<file path="src/rtl/servo_ramp.sv">
// ----------------------------------------------------------------------------
// servo_ramp
//
// Slew-rate limiter placed directly in front of the servo PWM generator.
// A target position arrives over a valid/ready handshake. The output
// position then moves toward it by at most STEP codes per PWM frame.
// Position updates happen only on the frame-boundary tick, so the generator
// never sees its pulse width change in the middle of a pulse.
//
// The block keeps its own frame counter. That counter runs in lockstep with
// the generator's counter because both share the clock, reset, enable and
// period.
//
// Parameters
//   TCLK    clock period in ns (must match the generator)
//   TDUT    PWM frame period in ns (must match the generator); NDUT = TDUT/TCLK
//   DATA_W  position width
//   STEP    maximum position change per frame, 1 .. 2**DATA_W-1
//   INIT    position loaded at reset
//   POS_MIN / POS_MAX  target clamp bounds (present only with the macro below)
//
// Ports
//   clk        clock
//   rst_       asynchronous active-low reset
//   ena        frame-counter enable (same signal the generator receives)
//   tgt        target position
//   tgt_valid  tgt is valid
//   tgt_ready  block can accept a target (combinational from state and rst_)
//   pos        current position, feeds the generator's pos input
//   busy       ramp in progress
//   done       one-cycle pulse when pos reaches the target
//
// Configuration
//   SERVO_RAMP_LIMIT_EN  when defined, an accepted target is clamped to
//                        [POS_MIN, POS_MAX]; INIT must lie inside that range.
//                        When undefined, the target is used unchanged.
// ----------------------------------------------------------------------------
module servo_ramp #(
    parameter int TCLK    = 20,
    parameter int TDUT    = 20_000_000,
    parameter int DATA_W  = 8,
    parameter int STEP    = 4,
    parameter int INIT    = 2 ** (DATA_W - 1)
`ifdef SERVO_RAMP_LIMIT_EN
    ,
    parameter int POS_MIN = 0,
    parameter int POS_MAX = 2 ** DATA_W - 1
`endif
) (
    input  logic              clk,
    input  logic              rst_,
    input  logic              ena,
    input  logic [DATA_W-1:0] tgt,
    input  logic              tgt_valid,
    output logic              tgt_ready,
    output logic [DATA_W-1:0] pos,
    output logic              busy,
    output logic              done
);

    localparam int NDUT  = TDUT / TCLK;
    localparam int CNT_W = (NDUT > 1) ? $clog2(NDUT) : 1;

    localparam logic [CNT_W-1:0]         CNT_LAST = CNT_W'(NDUT - 1);
    localparam logic [DATA_W-1:0]        INIT_W   = DATA_W'(INIT);
    localparam logic [DATA_W-1:0]        STEP_W   = DATA_W'(STEP);
    // One extra bit keeps +/-STEP representable for any legal STEP.
    localparam logic signed [DATA_W:0]   STEP_S   = (DATA_W + 1)'(STEP);

`ifdef SERVO_RAMP_LIMIT_EN
    localparam logic [DATA_W-1:0] MIN_W = DATA_W'(POS_MIN);
    localparam logic [DATA_W-1:0] MAX_W = DATA_W'(POS_MAX);
`endif

    typedef enum logic {
        IDLE = 1'b0,
        RAMP = 1'b1
    } state_t;

    state_t            state;
    logic [CNT_W-1:0]  count;
    logic [DATA_W-1:0] tgt_q;
    logic              tick;
    logic              accept;
    logic [DATA_W:0]   step_res;

    // ------------------------------------------------------------------------
    // Target saturation applied on accept.
    // ------------------------------------------------------------------------
    function automatic logic [DATA_W-1:0] clamp_tgt(input logic [DATA_W-1:0] t);
`ifdef SERVO_RAMP_LIMIT_EN
        if (t < MIN_W)
            return MIN_W;
        else if (t > MAX_W)
            return MAX_W;
        else
            return t;
`else
        return t;
`endif
    endfunction

    // ------------------------------------------------------------------------
    // One frame's move toward dst.
    // MSB of the result flags arrival. The remaining bits are the new position.
    // The difference is taken in DATA_W+1 signed bits, so it cannot overflow.
    // A full step is taken only when |d| > STEP. That condition guarantees
    // that pos +/- STEP stays strictly between pos and dst, so the position
    // can neither wrap nor overshoot.
    // ------------------------------------------------------------------------
    function automatic logic [DATA_W:0] step_toward(input logic [DATA_W-1:0] cur,
                                                    input logic [DATA_W-1:0] dst);
        logic signed [DATA_W:0] d;
        d = $signed({1'b0, dst}) - $signed({1'b0, cur});
        if (d > STEP_S)
            return {1'b0, cur + STEP_W};
        else if (d < -STEP_S)
            return {1'b0, cur - STEP_W};
        else
            return {1'b1, dst};
    endfunction

    // ------------------------------------------------------------------------
    // Frame counter: mirrors the generator's counter, and the tick marks its
    // last cycle.
    // ------------------------------------------------------------------------
    always_ff @(posedge clk or negedge rst_) begin
        if (!rst_)
            count <= '0;
        else if (ena)
            count <= (count == CNT_LAST) ? '0 : count + CNT_W'(1);
    end

    assign tick      = ena && (count == CNT_LAST);
    assign tgt_ready = rst_ && (state == IDLE);
    assign accept    = tgt_valid && tgt_ready;
    assign step_res  = step_toward(pos, tgt_q);

    // ------------------------------------------------------------------------
    // Target capture: data only, so no reset is applied here.
    // ------------------------------------------------------------------------
    always_ff @(posedge clk) begin
        if (accept)
            tgt_q <= clamp_tgt(tgt);
    end

    // ------------------------------------------------------------------------
    // Ramp FSM with registered pos/busy/done.
    // A tick that coincides with an accept is ignored, because the FSM is
    // still in IDLE on that edge. The first move therefore lands on the
    // following tick.
    // ------------------------------------------------------------------------
    always_ff @(posedge clk or negedge rst_) begin
        if (!rst_) begin
            state <= IDLE;
            pos   <= INIT_W;
            busy  <= 1'b0;
            done  <= 1'b0;
        end else begin
            done <= 1'b0;
            case (state)
                IDLE: begin
                    if (accept) begin
                        state <= RAMP;
                        busy  <= 1'b1;
                    end
                end
                RAMP: begin
                    if (tick) begin
                        pos <= step_res[DATA_W-1:0];
                        if (step_res[DATA_W]) begin
                            state <= IDLE;
                            busy  <= 1'b0;
                            done  <= 1'b1;
                        end
                    end
                end
                default: begin
                    state <= IDLE;
                    busy  <= 1'b0;
                end
            endcase
        end
    end

endmodule

</file>
<file path="config.mk">
export PLATFORM = sky130hd
export DESIGN_NAME = servo_ramp
export DESIGN_NICKNAME = d
export VERILOG_FILES = /design/src/rtl/servo_ramp.sv
export SDC_FILE = /design/constraint.sdc
export NUM_CORES = 1
export LEC_CHECK = 0
export ABC_CLOCK_PERIOD_IN_PS = 3000
export CAP_MARGIN = 10
export CORE_ASPECT_RATIO = 0.75
export CORE_MARGIN = 2
export CORE_UTILIZATION = 47
export CTS_CLUSTER_SIZE = 16
export DETAILED_ROUTE_END_ITERATION = 16
export MAX_ROUTING_LAYER = met4
export PLACE_DENSITY = 0.7
export SLEW_MARGIN = 20
export SYNTH_ARGS = -nofsm -noshare
export SYNTH_HDL_FRONTEND = slang
export SYNTH_SLANG_ARGS = --single-unit
</file>
<file path="constraint.sdc">
create_clock -name clk -period 3 [get_ports clk]
set_input_delay 0.6 -clock clk [delete_from_list [all_inputs] [get_ports clk]]
set_output_delay 0.6 -clock clk [all_outputs]
set_load 0.03 [all_outputs]
</file>
# After elaboration in Yosys (flattened, before gate mapping)
# Index checks and enable logic that the tools add are counted.
totals:
  reg_bits: 39
  input_bits: 12
classes:
  addsub: 4
  magnitude_cmp: 2
  eq_ne: 4
  mux: 14
  n_bitwise: 1
  reduce_logical: 5
op_table:
  columns: ["op", "count"]
  rows:
  - ["20-bit by 1-bit adder with 20-bit output, second input constant", 1]
  - ["20-bit == test, second input constant", 1]
  - ["20-bit two-way mux", 1]
  - ["9-bit two-way mux", 2]
  - ["9-bit by 4-bit > comparator with 1-bit output, second input constant", 1]
  - ["9-bit by 3-bit less-than comparator with 1-bit output, second input constant", 1]
  - ["1-bit two-way mux", 9]
  - ["8-bit by 8-bit subtractor with 9-bit output", 1]
  - ["8-bit by 3-bit adder with 8-bit output, second input constant", 1]
  - ["8-bit by 3-bit subtractor with 8-bit output, second input constant", 1]
  - ["2-bit by 1-bit != test with 1-bit output, second input constant", 2]
  - ["1-bit one-hot mux with 2 select lines", 2]
  - ["1-bit logical AND", 3]
  - ["3-bit AND reduction", 1]
  - ["2-bit != test, second input constant", 1]
  - ["2-bit AND reduction", 1]
  - ["1-bit inverter", 1]

# Depth between registers and ports, before layout
# Gate-level depths: netlist of run 1.
depth:
  word_depth: 7
  depth_mapped: 13

# Worst setup path after synthesis of run 1
# OpenSTA, ideal clock, no wires.
synth_timing:
  kind: "register to register"
  startpoint: "register pos[0]"
  endpoint: "register pos[0]"
  arrival_time_ns: 3.055
  slack_ns: -0.180
  stages_incl_launch_ff: 12
  period_less_slack_ns: 3.180
  path_cell_list: "dfrtp_1 -> ha_1 -> inv_1 -> fa_1 -> a211oi_1 -> and2_1 -> mux4_1 -> nand2_1 -> or4_4 -> mux2i_4 -> nand2_4 -> mux2_4"
synth_between:
  elab_chain_cells: 4
  elab_cells_between_ends: 7
synth_rtl:
  columns: ["element", "line", "rtl"]
  rows:
  - ["start, declared", "56", "output logic [DATA_W-1:0] pos,"]
  - ["start signal, assigned", "170", "pos <= step_res[DATA_W-1:0];"]
  - ["8-bit by 8-bit subtractor with 9-bit output", "114", "d = $signed({1'b0, dst}) - $signed({1'b0, cur});"]
  - ["9-bit by 3-bit less-than comparator with 1-bit output", "117", "else if (d < -STEP_S)"]
  - ["9-bit two-way mux", "117", null]
  - ["9-bit two-way mux (*)", "115", "if (d > STEP_S)"]
# Mark *: on every way between the ends. The rest lies on a longest branch, timed or not.
# A chain may end at the register's enable or synchronous reset.

# Worst setup path after layout of run 1
layout_timing:
  startpoint: "register tgt_q[0]"
  endpoint: "register pos[0]"
layout_between:
  elab_chain_cells: 4
  elab_cells_between_ends: 5
layout_rtl:
  columns: ["element", "line", "rtl"]
  rows:
  - ["start, declared", "82", "logic [DATA_W-1:0] tgt_q;"]
  - ["start signal, assigned", "144", "tgt_q <= clamp_tgt(tgt);"]
  - ["8-bit by 8-bit subtractor with 9-bit output", "114", null]
  - ["9-bit by 3-bit less-than comparator with 1-bit output", "117", null]
  - ["9-bit two-way mux", "117", null]
  - ["9-bit two-way mux (*)", "115", null]
# Marks and branches as above.

==> impl_metrics.toml, run 1 <==
[sta]
worst_slew_pin_slew_ps = 572
timing.hold.ws_ps = 506
slew-limit-headroom_pct = 61.5
finalSetupViolCount = 1
fin_crit_sh_pct = 100
fin_skew_ps = 10.2
rsz0062_at_grt = "yes"
fmax_mhz = 333
layout_setup_ws_ps = -5.86
slew_viol_final = 0
finalHoldViolations = 0
min_period_ps = 3010

[critical_path]
critical_path_buf_inv_count = 2
path_class = "flip-flop to flip-flop"
required_ps = 3180
crit_path_top_delay_cell = "or4_4"
start_kind = "flip-flop"
path_max_fanout = 4
max_stage_delay_ps = 430
crit_path_end_kind = "flip-flop"
ff2ff_setup_slack_ps = -6
cp_data_arrival_time_ps = 3190
worstPathCellList = "inv_1, ha_2, inv_2, fa_2, a211oi_4, and2_4, mux4_2, nand2_2, or4_4, mux2i_4, nand2_4, mux2_4"
cp_top_family = "simple AND/OR/NAND/NOR gates"

[power_and_ir_drop]
power_w = 0.00122
cellPowerDensity_nw_per_um2 = 412
cellLeakagePower_nw = 1.25
ir_drop_uv = 213

[global_routing]
use_met3_pct = 4.65
top_usage_layer = "met1"
grt_overflow_total = 0
grt_pass1_vias = 1862
grt_max_degree = 32
grt_use_total_pct = 22.4
grt_use_met2_pct = 29.9
antenna_found_initial = 0
grt_pass1_wl_um = 9470
grt_use_met1_pct = 34.6

[clock_tree]
cts_root_buf = "clkbuf_8"
hold_buffers = 0
h-tree-depth = 2
cts_tree = "built"
worst_skew_pair.late_latency_ps = 290
numCtsBuffers = 5
clock_sinks = 39
clkTransAtPathRegs_ps = 80
clockBufferDepth = 2

[die]
core_um2 = 4870
fp.dieW_um = 86.2
ios = 23
rows = 22
dieArea_um2 = 5650
die_height_um = 65.6
initial_core_util_pct = 48.8

[routing]
ant_nets = 0
drt_pre_antenna_iters = 4
num_vias = 2011
route.detailed.drc = 0
wl_per_cell_um = 16.9
drt_first_iter_violations = 157
drt-vias-per-instance = 5.85
wirelength_um = 5800

[outcome]
status = "finished, violations left"
violations = "setup timing"

[flow_run]
cap_violations = 0

[placement]
dpl.cell_count = 331
dp_slack_ps = -79.5
place.gp.congestion = 0.949
post_dp_cell_area_um2 = 2760
dpl.hpwl_um = 4250
io_buffers = 22

[logic_synthesis]
ys_warn_count = 0
synth_edf_count = 8
ys_types = 54
ys_async_sr_fraction_pct = 79.5
synth_ff_type = "dfrtp_1"
syn_inst = 240
syn-cell-area_um2 = 2380
synth-seq-cells = 39
syn_nets = 264
yosysSeqAreaShare_pct = 42.7
avgSynthCellArea_um2 = 9.92

[min_path]
hold_path.class = "flip-flop to flip-flop"

[layout]
layout-drive-gt1-share_pct = 19.4
fin_cells = 344
syn_to_final_growth_pct = 24.6
final_area_um2 = 2970
nFillCells = 394
diodes = 0
nNetsFinal = 307
[metal layers]
| metal | vias to the layer above | part of all wire, % |
|---|---|---|
| met1 | 961 | 51 |
| met5 | - | 0 |
| met2 | 74 | 42 |
| li1 | 971 | - |
| met4 | 0 | 0.64 |
| met3 | 5 | 6.2 |
[worst reg2reg max path, cell delays in order (launching register included)]
cell and delay [ps]:
edfxtp_1 410, inv_1 90, ha_2 190, inv_2 40
fa_2 370, a211oi_4 280, and2_4 180, mux4_2 230
nand2_2 50, or4_4 430, mux2i_4 200, nand2_4 100
mux2_4 320
[synthesized netlist by cell type, drive strengths merged, types with 3 or more instances]
master | count | area [µm²]
nor2 | 20 | 75.1
nand4 | 4 | 25.0
nand2 | 19 | 78.8
ha | 11 | 138
xnor2 | 12 | 105
xor2 | 8 | 70.1
and2 | 4 | 25.0
a21oi | 6 | 30.0
nor2b | 4 | 25.0
nand2b | 4 | 25.0
o221ai | 3 | 26.3
inv | 16 | 60.1
dfrtp | 30 | 751
o21ai | 10 | 50.1
clkbuf | 3 | 11.3
and3 | 6 | 37.5
o211ai | 3 | 22.5
nor3 | 4 | 20.0
nor4 | 8 | 50.1
nand3 | 19 | 95.1
edfxtp | 8 | 240
[registers in the layout (all words and copies together), names as in the netlist]
register  cells
busy          1
count        20
done          1
pos           8
state         1
tgt_q         8
[cell usage in the layout, fill, tap and decap left out, types with 2 or more instances in the layout]
| cell type | n |
|---|---|
| ha_2 | 2 |
| dfrtp_2 | 4 |
| o211ai_1 | 3 |
| nand2b_1 | 4 |
| a31oi_1 | 2 |
| nor3_1 | 4 |
| a31o_2 | 2 |
| inv_1 | 14 |
| nor4_1 | 7 |
| mux4_2 | 2 |
| dfrtp_1 | 26 |
| clkbuf_8 | 5 |
| nand2_1 | 16 |
| ha_1 | 9 |
| clkdlybuf4s50_1 | 21 |
| inv_2 | 2 |
| buf_6 | 2 |
| o221ai_1 | 3 |
| nand4_1 | 4 |
| clkbuf_1 | 2 |
| a21oi_1 | 5 |
| nand2_2 | 2 |
| nand3_1 | 19 |
| a22oi_1 | 2 |
| nor2_1 | 20 |
| buf_4 | 16 |
| nor2b_1 | 3 |
| and3_1 | 6 |
| or3_1 | 2 |
| xor2_1 | 8 |
| o21ai_0 | 9 |
| and2_1 | 3 |
| edfxtp_1 | 8 |
| xnor2_1 | 12 |
[path summary, 6_finish.rpt]
kind                            startpoint       end  depth (start not counted)
worst max register to register    tgt_q[0]    pos[0]                         12
min in group asynchronous             rst_  count[0]                          2
worst min register to register    count[4]  count[4]                          1
worst max-delay path              tgt_q[0]    pos[0]                         12
max in group asynchronous             rst_    pos[7]                          2
worst min-delay path              count[4]  count[4]                          1
[where the power goes]
part	leakage, nW	total [W]	switching (W)	internal [W]
combinational	0.742	0.000155	0.0000782	0.0000772
sequential	0.458	0.000637	0.0000524	0.000584
clock	0.0524	0.000430	0.000181	0.000249
[per-stage QoR]
step | util [%] | setup TNS [ps]
floorplan | - | 0
global placement | 56.7 | 0
detailed placement | 56.7 | -286
CTS | 59.6 | -27.0
global route | 60.9 | -754
finish | 60.9 | -5.86
[timing repair]
action	CTS	global route
resized for setup	5	15
setup endpoints to repair	8	10
buffers inserted	4	1
pin swaps	6	9
[area by class of cell]
class                   count  area, µm²  area share (%)
clock inverters             1       30.0            1.01
flip-flops and latches     39       1020            34.5
clock buffers               7       76.3            2.57
repair buffers             39        353            11.9
inverters                  16       60.1            2.03
well taps                  60       75.1            2.53
multi-input cells         182       1350            45.5
[cells by family after synthesis]
kind of cell	share of synthesized area, %
and+or+nand+nor	22.4
AOI/OAI and AO/OA	13.7
DFF	42.7
xor gates and xnor gates	7.36
buffers and inverters	3.00
adders and majority gates	6.62
muxes	4.21
Note: power is estimated with default switching activity, not from simulation.
==> inputs of run 2 (changes only) <==
--- a/config.mk
+++ b/config.mk
@@ -9,11 +9,11 @@
 export CAP_MARGIN = 10
 export CORE_ASPECT_RATIO = 0.75
 export CORE_MARGIN = 2
-export CORE_UTILIZATION = 47
+export CORE_UTILIZATION = 35
+export CTS_CLUSTER_DIAMETER = 150
 export CTS_CLUSTER_SIZE = 16
 export DETAILED_ROUTE_END_ITERATION = 16
 export MAX_ROUTING_LAYER = met4
-export PLACE_DENSITY = 0.7
 export SLEW_MARGIN = 20
 export SYNTH_ARGS = -nofsm -noshare
 export SYNTH_HDL_FRONTEND = slang
==> run 2 against run 1 <==
The run still ends with setup timing left. Cell count up 7.6%. Routed wire length up 4.3%. First-iteration DRC count up 11%. Critical path type unchanged. Largest cell class unchanged. Highest routed layer unchanged.
==> impl_metrics.toml, run 2 (same netlist as run 1, synthesis figures left out) <==
[min_path]
hold_start = "count[4]"
min_path_cells = 1
hold_end = "count[4]"
hold_path.class = "flip-flop to flip-flop"

[critical_path]
start_kind = "flip-flop"
r2r_start = "pos[2]"
cp_data_arrival_time_ps = 3260
reg2reg_to = "pos[0]"
critical_path_buf_inv_count = 1
required_ps = 3180
crit_path_top_delay_cell = "or4_4"
r2r_cells = 10
crit_path_end_kind = "flip-flop"
path_max_fanout = 5
cp_top_family = "simple AND/OR/NAND/NOR gates"
ff2ff_setup_slack_ps = -90
worstPathCellList = "inv_1, ha_1, or2_1, o221ai_1, a32oi_1, xnor2_1, or4_4, mux2i_4, nand2_4, mux2_4"
path_class = "flip-flop to flip-flop"
max_stage_delay_ps = 580

[clock_tree]
clock_sinks = 39
numCtsBuffers = 5
h-tree-depth = 2
clkTransAtPathRegs_ps = 80
clockBufferDepth = 2
worst_skew_pair.late_latency_ps = 290
cts_root_buf = "clkbuf_8"
hold_buffers = 0
cts_tree = "built"

[global_routing]
grt_pass1_wl_um = 9830
grt_overflow_total = 0
grt_max_degree = 32
antenna_found_initial = 0
grt_pass1_vias = 1944
grt_use_total_pct = 17.2

[flow_run]
cap_violations = 0

[layout]
layout-drive-gt1-share_pct = 21.8
register_area_um2 = 1020
diodes = 0
multi_input_area_um2 = 1370
reg_top3 = "count (20), pos (8), tgt_q (8)"
nFillCells = 618
largest_register_ffs = 20
syn_to_final_growth_pct = 27.8
nNetsFinal = 312
top_register = "count"
final_common_cell = "dfrtp_1"
layout_common_cells = "26 x dfrtp_1, 21 x clkdlybuf4s50_1, 20 x buf_4"

[die]
dieArea_um2 = 7480
initial_core_util_pct = 36.9
die_height_um = 75.4
ios = 23
fp.dieW_um = 99.2
rows = 25
core_um2 = 6440

[sta]
rsz0062_at_grt = "yes"
finalSetupViolCount = 8
layout_setup_ws_ps = -85.5
min_period_ps = 3090
fin_crit_sh_pct = 103
fin_skew_ps = 13.1
finalHoldViolations = 0
fmax_mhz = 324
worst_slew_pin_slew_ps = 550
slew_viol_final = 0
slew-limit-headroom_pct = 63.1

[routing]
route.detailed.drc = 0
drt_pre_antenna_iters = 4
wirelength_um = 6050
drt-vias-per-instance = 5.46
wl_per_cell_um = 16.3
ant_nets = 0
drt_first_iter_violations = 174
num_vias = 2021

[placement]
place.gp.congestion = 0.907
dpl.hpwl_um = 4370
io_buffers = 22
dp_slack_ps = -79.1

[power_and_ir_drop]
cellLeakagePower_nw = 1.28
power_w = 0.00117
cellPowerDensity_nw_per_um2 = 383
ir_drop_uv = 255

[outcome]
violations = "setup timing"
status = "finished, violations left"
-- run 2: routing by layer --
metal,vias to the layer above,part of all wire (%),track usage (%)
met5,-,0,-
met3,6,6.8,3.67
li1,986,-,-
met2,66,41,23.0
met1,963,51,26.0
met4,0,0.89,4.41
-- run 2: final cells by class --
cell class / count / share of cell area (%)
Tap cell: 81 / 3.33
Clock inverter: 1 / 0.165
Sequential cell: 39 / 33.6
Timing Repair Buffer: 44 / 13.0
Multi-Input combinational cell: 182 / 45.1
Clock buffer: 7 / 2.84
Inverter: 16 / 1.97
-- run 2: where the power goes --
part	switching (W)	internal (W)	leakage, nW
logic	0.0000800	0.0000800	0.774
registers	0.0000536	0.000584	0.458
clock network	0.000182	0.000186	0.0482
total	0.000315	0.000850	1.28
-- run 2: worst max-delay path by stage --
| stage | start | to | slack, ps | cells past startpoint |
|---|---|---|---|---|
| 6_report | pos[2] | pos[0] | -90 | 10 |
| 5_1_grt | pos[2] | pos[5] | -260 | 11 |
| 4_1_cts | tgt_q[0] | pos[0] | -9 | 12 |
| 3_5_place_dp | tgt_q[0] | pos[0] | -80 | 12 |
| 2_1_floorplan | pos[0] | pos[0] | 1 | 11 |
| 3_3_place_gp | tgt_q[0] | pos[0] | 60 | 12 |
-- run 2: timing repair --
item / in CTS / in global routing
pin swaps: 6 / 10
hold endpoints to repair: 0 / 0
setup endpoints to repair: 10 / 11
resized for setup: 4 / 19
setup buffers: 6 / 2
-- run 2: stage by stage --
step / hold WS (ps) / area, µm² / instances / TNS, ps / utilization, %
6_report: 514 / 3040 / 370 / -298 / 47.2
5_1_grt: 547 / 3040 / 370 / -1890 / 47.2
4_1_cts: 512 / 2940 / 368 / -23.9 / 45.7
3_5_place_dp: 481 / 2810 / 354 / -300 / 43.5
3_3_place_gp: 491 / 2810 / 354 / 0 / 43.5
2_1_floorplan: 304 / 2390 / 240 / 0 / -
-- run 2: worst reg2reg max path, cell delays in order (launching register included) --
cell	delay [ps]
dfrtp_2	400
inv_1	170
ha_1	360
or2_1	190
o221ai_1	150
a32oi_1	300
xnor2_1	220
or4_4	580
mux2i_4	200
nand2_4	100
mux2_4	310
==> inputs of run 3 (changes only) <==
--- a/config.mk
+++ b/config.mk
@@ -8,7 +8,6 @@
 export ABC_CLOCK_PERIOD_IN_PS = 3000
 export CAP_MARGIN = 10
 export CORE_ASPECT_RATIO = 0.75
-export CORE_MARGIN = 2
 export CORE_UTILIZATION = 35
 export CTS_CLUSTER_DIAMETER = 150
 export CTS_CLUSTER_SIZE = 16
==> run 3 against run 2 <==
The run still ends with setup timing left. Hold slack is essentially flat. Clock skew shrank 5.5 ps. First-iteration DRC count shrank 41%. Cell count shrank 0.81%. Non-clock buffer count shrank 3. Clock-buffer cell count shrank 1. Register-to-register slack lost 60 ps. Fmax shrank 1.8%. Sequential power is essentially flat. Design area shrank 1.2%. Via count shrank 0.25%. Worst setup slack lost 57 ps.
==> impl_metrics.toml, run 3 (same netlist as run 1, synthesis figures left out) <==
[die]
core_um2 = 6440
ios = 23
dieArea_um2 = 7140
initial_core_util_pct = 36.9
fp.dieW_um = 97.2
die_height_um = 73.4
rows = 25

[layout]
fin_cells = 367
diodes = 0
nFillCells = 637
syn_to_final_growth_pct = 26.3
register_area_um2 = 1020
layout-drive-gt1-share_pct = 19.9
largest_register_ffs = 20
layout_common_cells = "26 x dfrtp_1, 21 x clkdlybuf4s50_1, 20 x nor2_1"
fin_util_pct = 46.6
top_register = "count"
final_area_um2 = 3010
multi_input_area_um2 = 1350
nNetsFinal = 309
reg_top3 = "count (20), pos (8), tgt_q (8)"
final_common_cell = "dfrtp_1"

[placement]
dpl.cell_count = 354
dpl.hpwl_um = 4240
place.gp.congestion = 0.935
io_buffers = 22
post_dp_cell_area_um2 = 2810

[clock_tree]
numCtsBuffers = 5
cts_tree = "built"
clock_sinks = 39
clkTransAtPathRegs_ps = 80
clockBufferDepth = 2
h-tree-depth = 2
cts_root_buf = "clkbuf_8"
worst_skew_pair.late_latency_ps = 290

[sta]
layout_setup_ws_ps = -142
rsz0062_at_grt = "yes"
worst_slew_pin_slew_ps = 542
finalSetupViolCount = 8
min_period_ps = 3140
fin_crit_sh_pct = 105
finalHoldViolations = 0
fmax_mhz = 318
slew-limit-headroom_pct = 63.5
fin_skew_ps = 7.58
slew_viol_final = 0

[routing]
wirelength_um = 5800
wl_per_cell_um = 15.8
num_vias = 2016
drt_pre_antenna_iters = 5
route.detailed.drc = 0
ant_nets = 0
drt-vias-per-instance = 5.49
drt_first_iter_violations = 103

[outcome]
status = "finished, violations left"
violations = "setup timing"

[critical_path]
required_ps = 3150
cp_data_arrival_time_ps = 3290
reg2reg_to = "pos[5]"
r2r_cells = 14
r2r_start = "tgt_q[0]"
path_class = "flip-flop to flip-flop"
ff2ff_setup_slack_ps = -140
crit_path_end_kind = "flip-flop"
path_max_fanout = 7
start_kind = "flip-flop"

[flow_run]
cap_violations = 0

[global_routing]
grt_pass1_vias = 1855
grt_overflow_total = 0
grt_max_degree = 32
grt_pass1_wl_um = 9490
grt_use_total_pct = 17.5
antenna_found_initial = 0

[power_and_ir_drop]
cellPowerDensity_nw_per_um2 = 402
ir_drop_uv = 231
cellLeakagePower_nw = 1.27

[min_path]
hold_path.class = "flip-flop to flip-flop"
min_path_cells = 1
hold_start = "tgt_q[0]"
hold_end = "pos[0]"
[run 3: power breakdown]
part	total, W	switching, W	leakage (nW)	internal [W]
clock	0.000415	0.000200	0.0563	0.000214
sequential	0.000637	0.0000527	0.458	0.000584
combinational	0.000156	0.0000777	0.752	0.0000783
[run 3: per-stage QoR]
step / power (W) / setup TNS [ps] / worst slack [ps] / hold slack (ps)
detailed placement: 0.000794 / -79.8 / -39.1 / 487
floorplan: 0.000731 / 0 / 1.03 / 304
finish: 0.00121 / -371 / -142 / 514
global route: 0.00127 / -1620 / -237 / 532
CTS: 0.00122 / -7.83 / -7.83 / 519
global placement: 0.000790 / 0 / 50.2 / 489
[run 3: area by class of cell]
class | count | area share, %
tap | 81 | 3.37
clock buffer | 6 | 3.12
inverter | 16 | 2.00
multi-input combinational | 182 | 44.8
clock inverter | 2 | 0.458
timing repair buffer | 41 | 12.2
sequential | 39 | 34.0
[run 3: worst max path at each step]
stage | from | end | slack (ps) | cells past startpoint
6_report | tgt_q[0] | pos[5] | -140 | 14
5_1_grt | tgt_q[0] | pos[5] | -240 | 14
4_1_cts | tgt_q[0] | pos[0] | -8 | 12
3_5_place_dp | tgt_q[0] | pos[5] | -40 | 13
3_3_place_gp | tgt_q[0] | pos[0] | 50 | 12
2_1_floorplan | pos[0] | pos[0] | 1 | 11
[run 3: per-layer routing]
| metal | track usage [%] | vias up | part of all wire (%) |
|---|---|---|---|
| met2 | 23.6 | 70 | 41 |
| met5 | - | - | 0 |
| met3 | 3.62 | 2 | 6.4 |
| met1 | 26.5 | 963 | 52 |
| met4 | 4.08 | 0 | 0.60 |
| li1 | - | 981 | - |
[run 3: worst max-delay path: stages, from the launching register on]
cell	delay, ps
edfxtp_1	390
inv_1	70
ha_2	190
inv_2	40
fa_2	420
a211oi_2	300
buf_4	150
buf_4	90
buf_4	80
o21ai_0	140
a31oi_2	330
a41oi_4	110
o31a_1	370
o2111ai_1	220
a22oi_1	110
[run 3: timing repair]
item,in CTS,in global routing
setup endpoints to repair,8,11
setup buffers,3,2
gates resized for setup,1,18
cloned,0,0
pin swaps,1,9
hold buffers,0,0
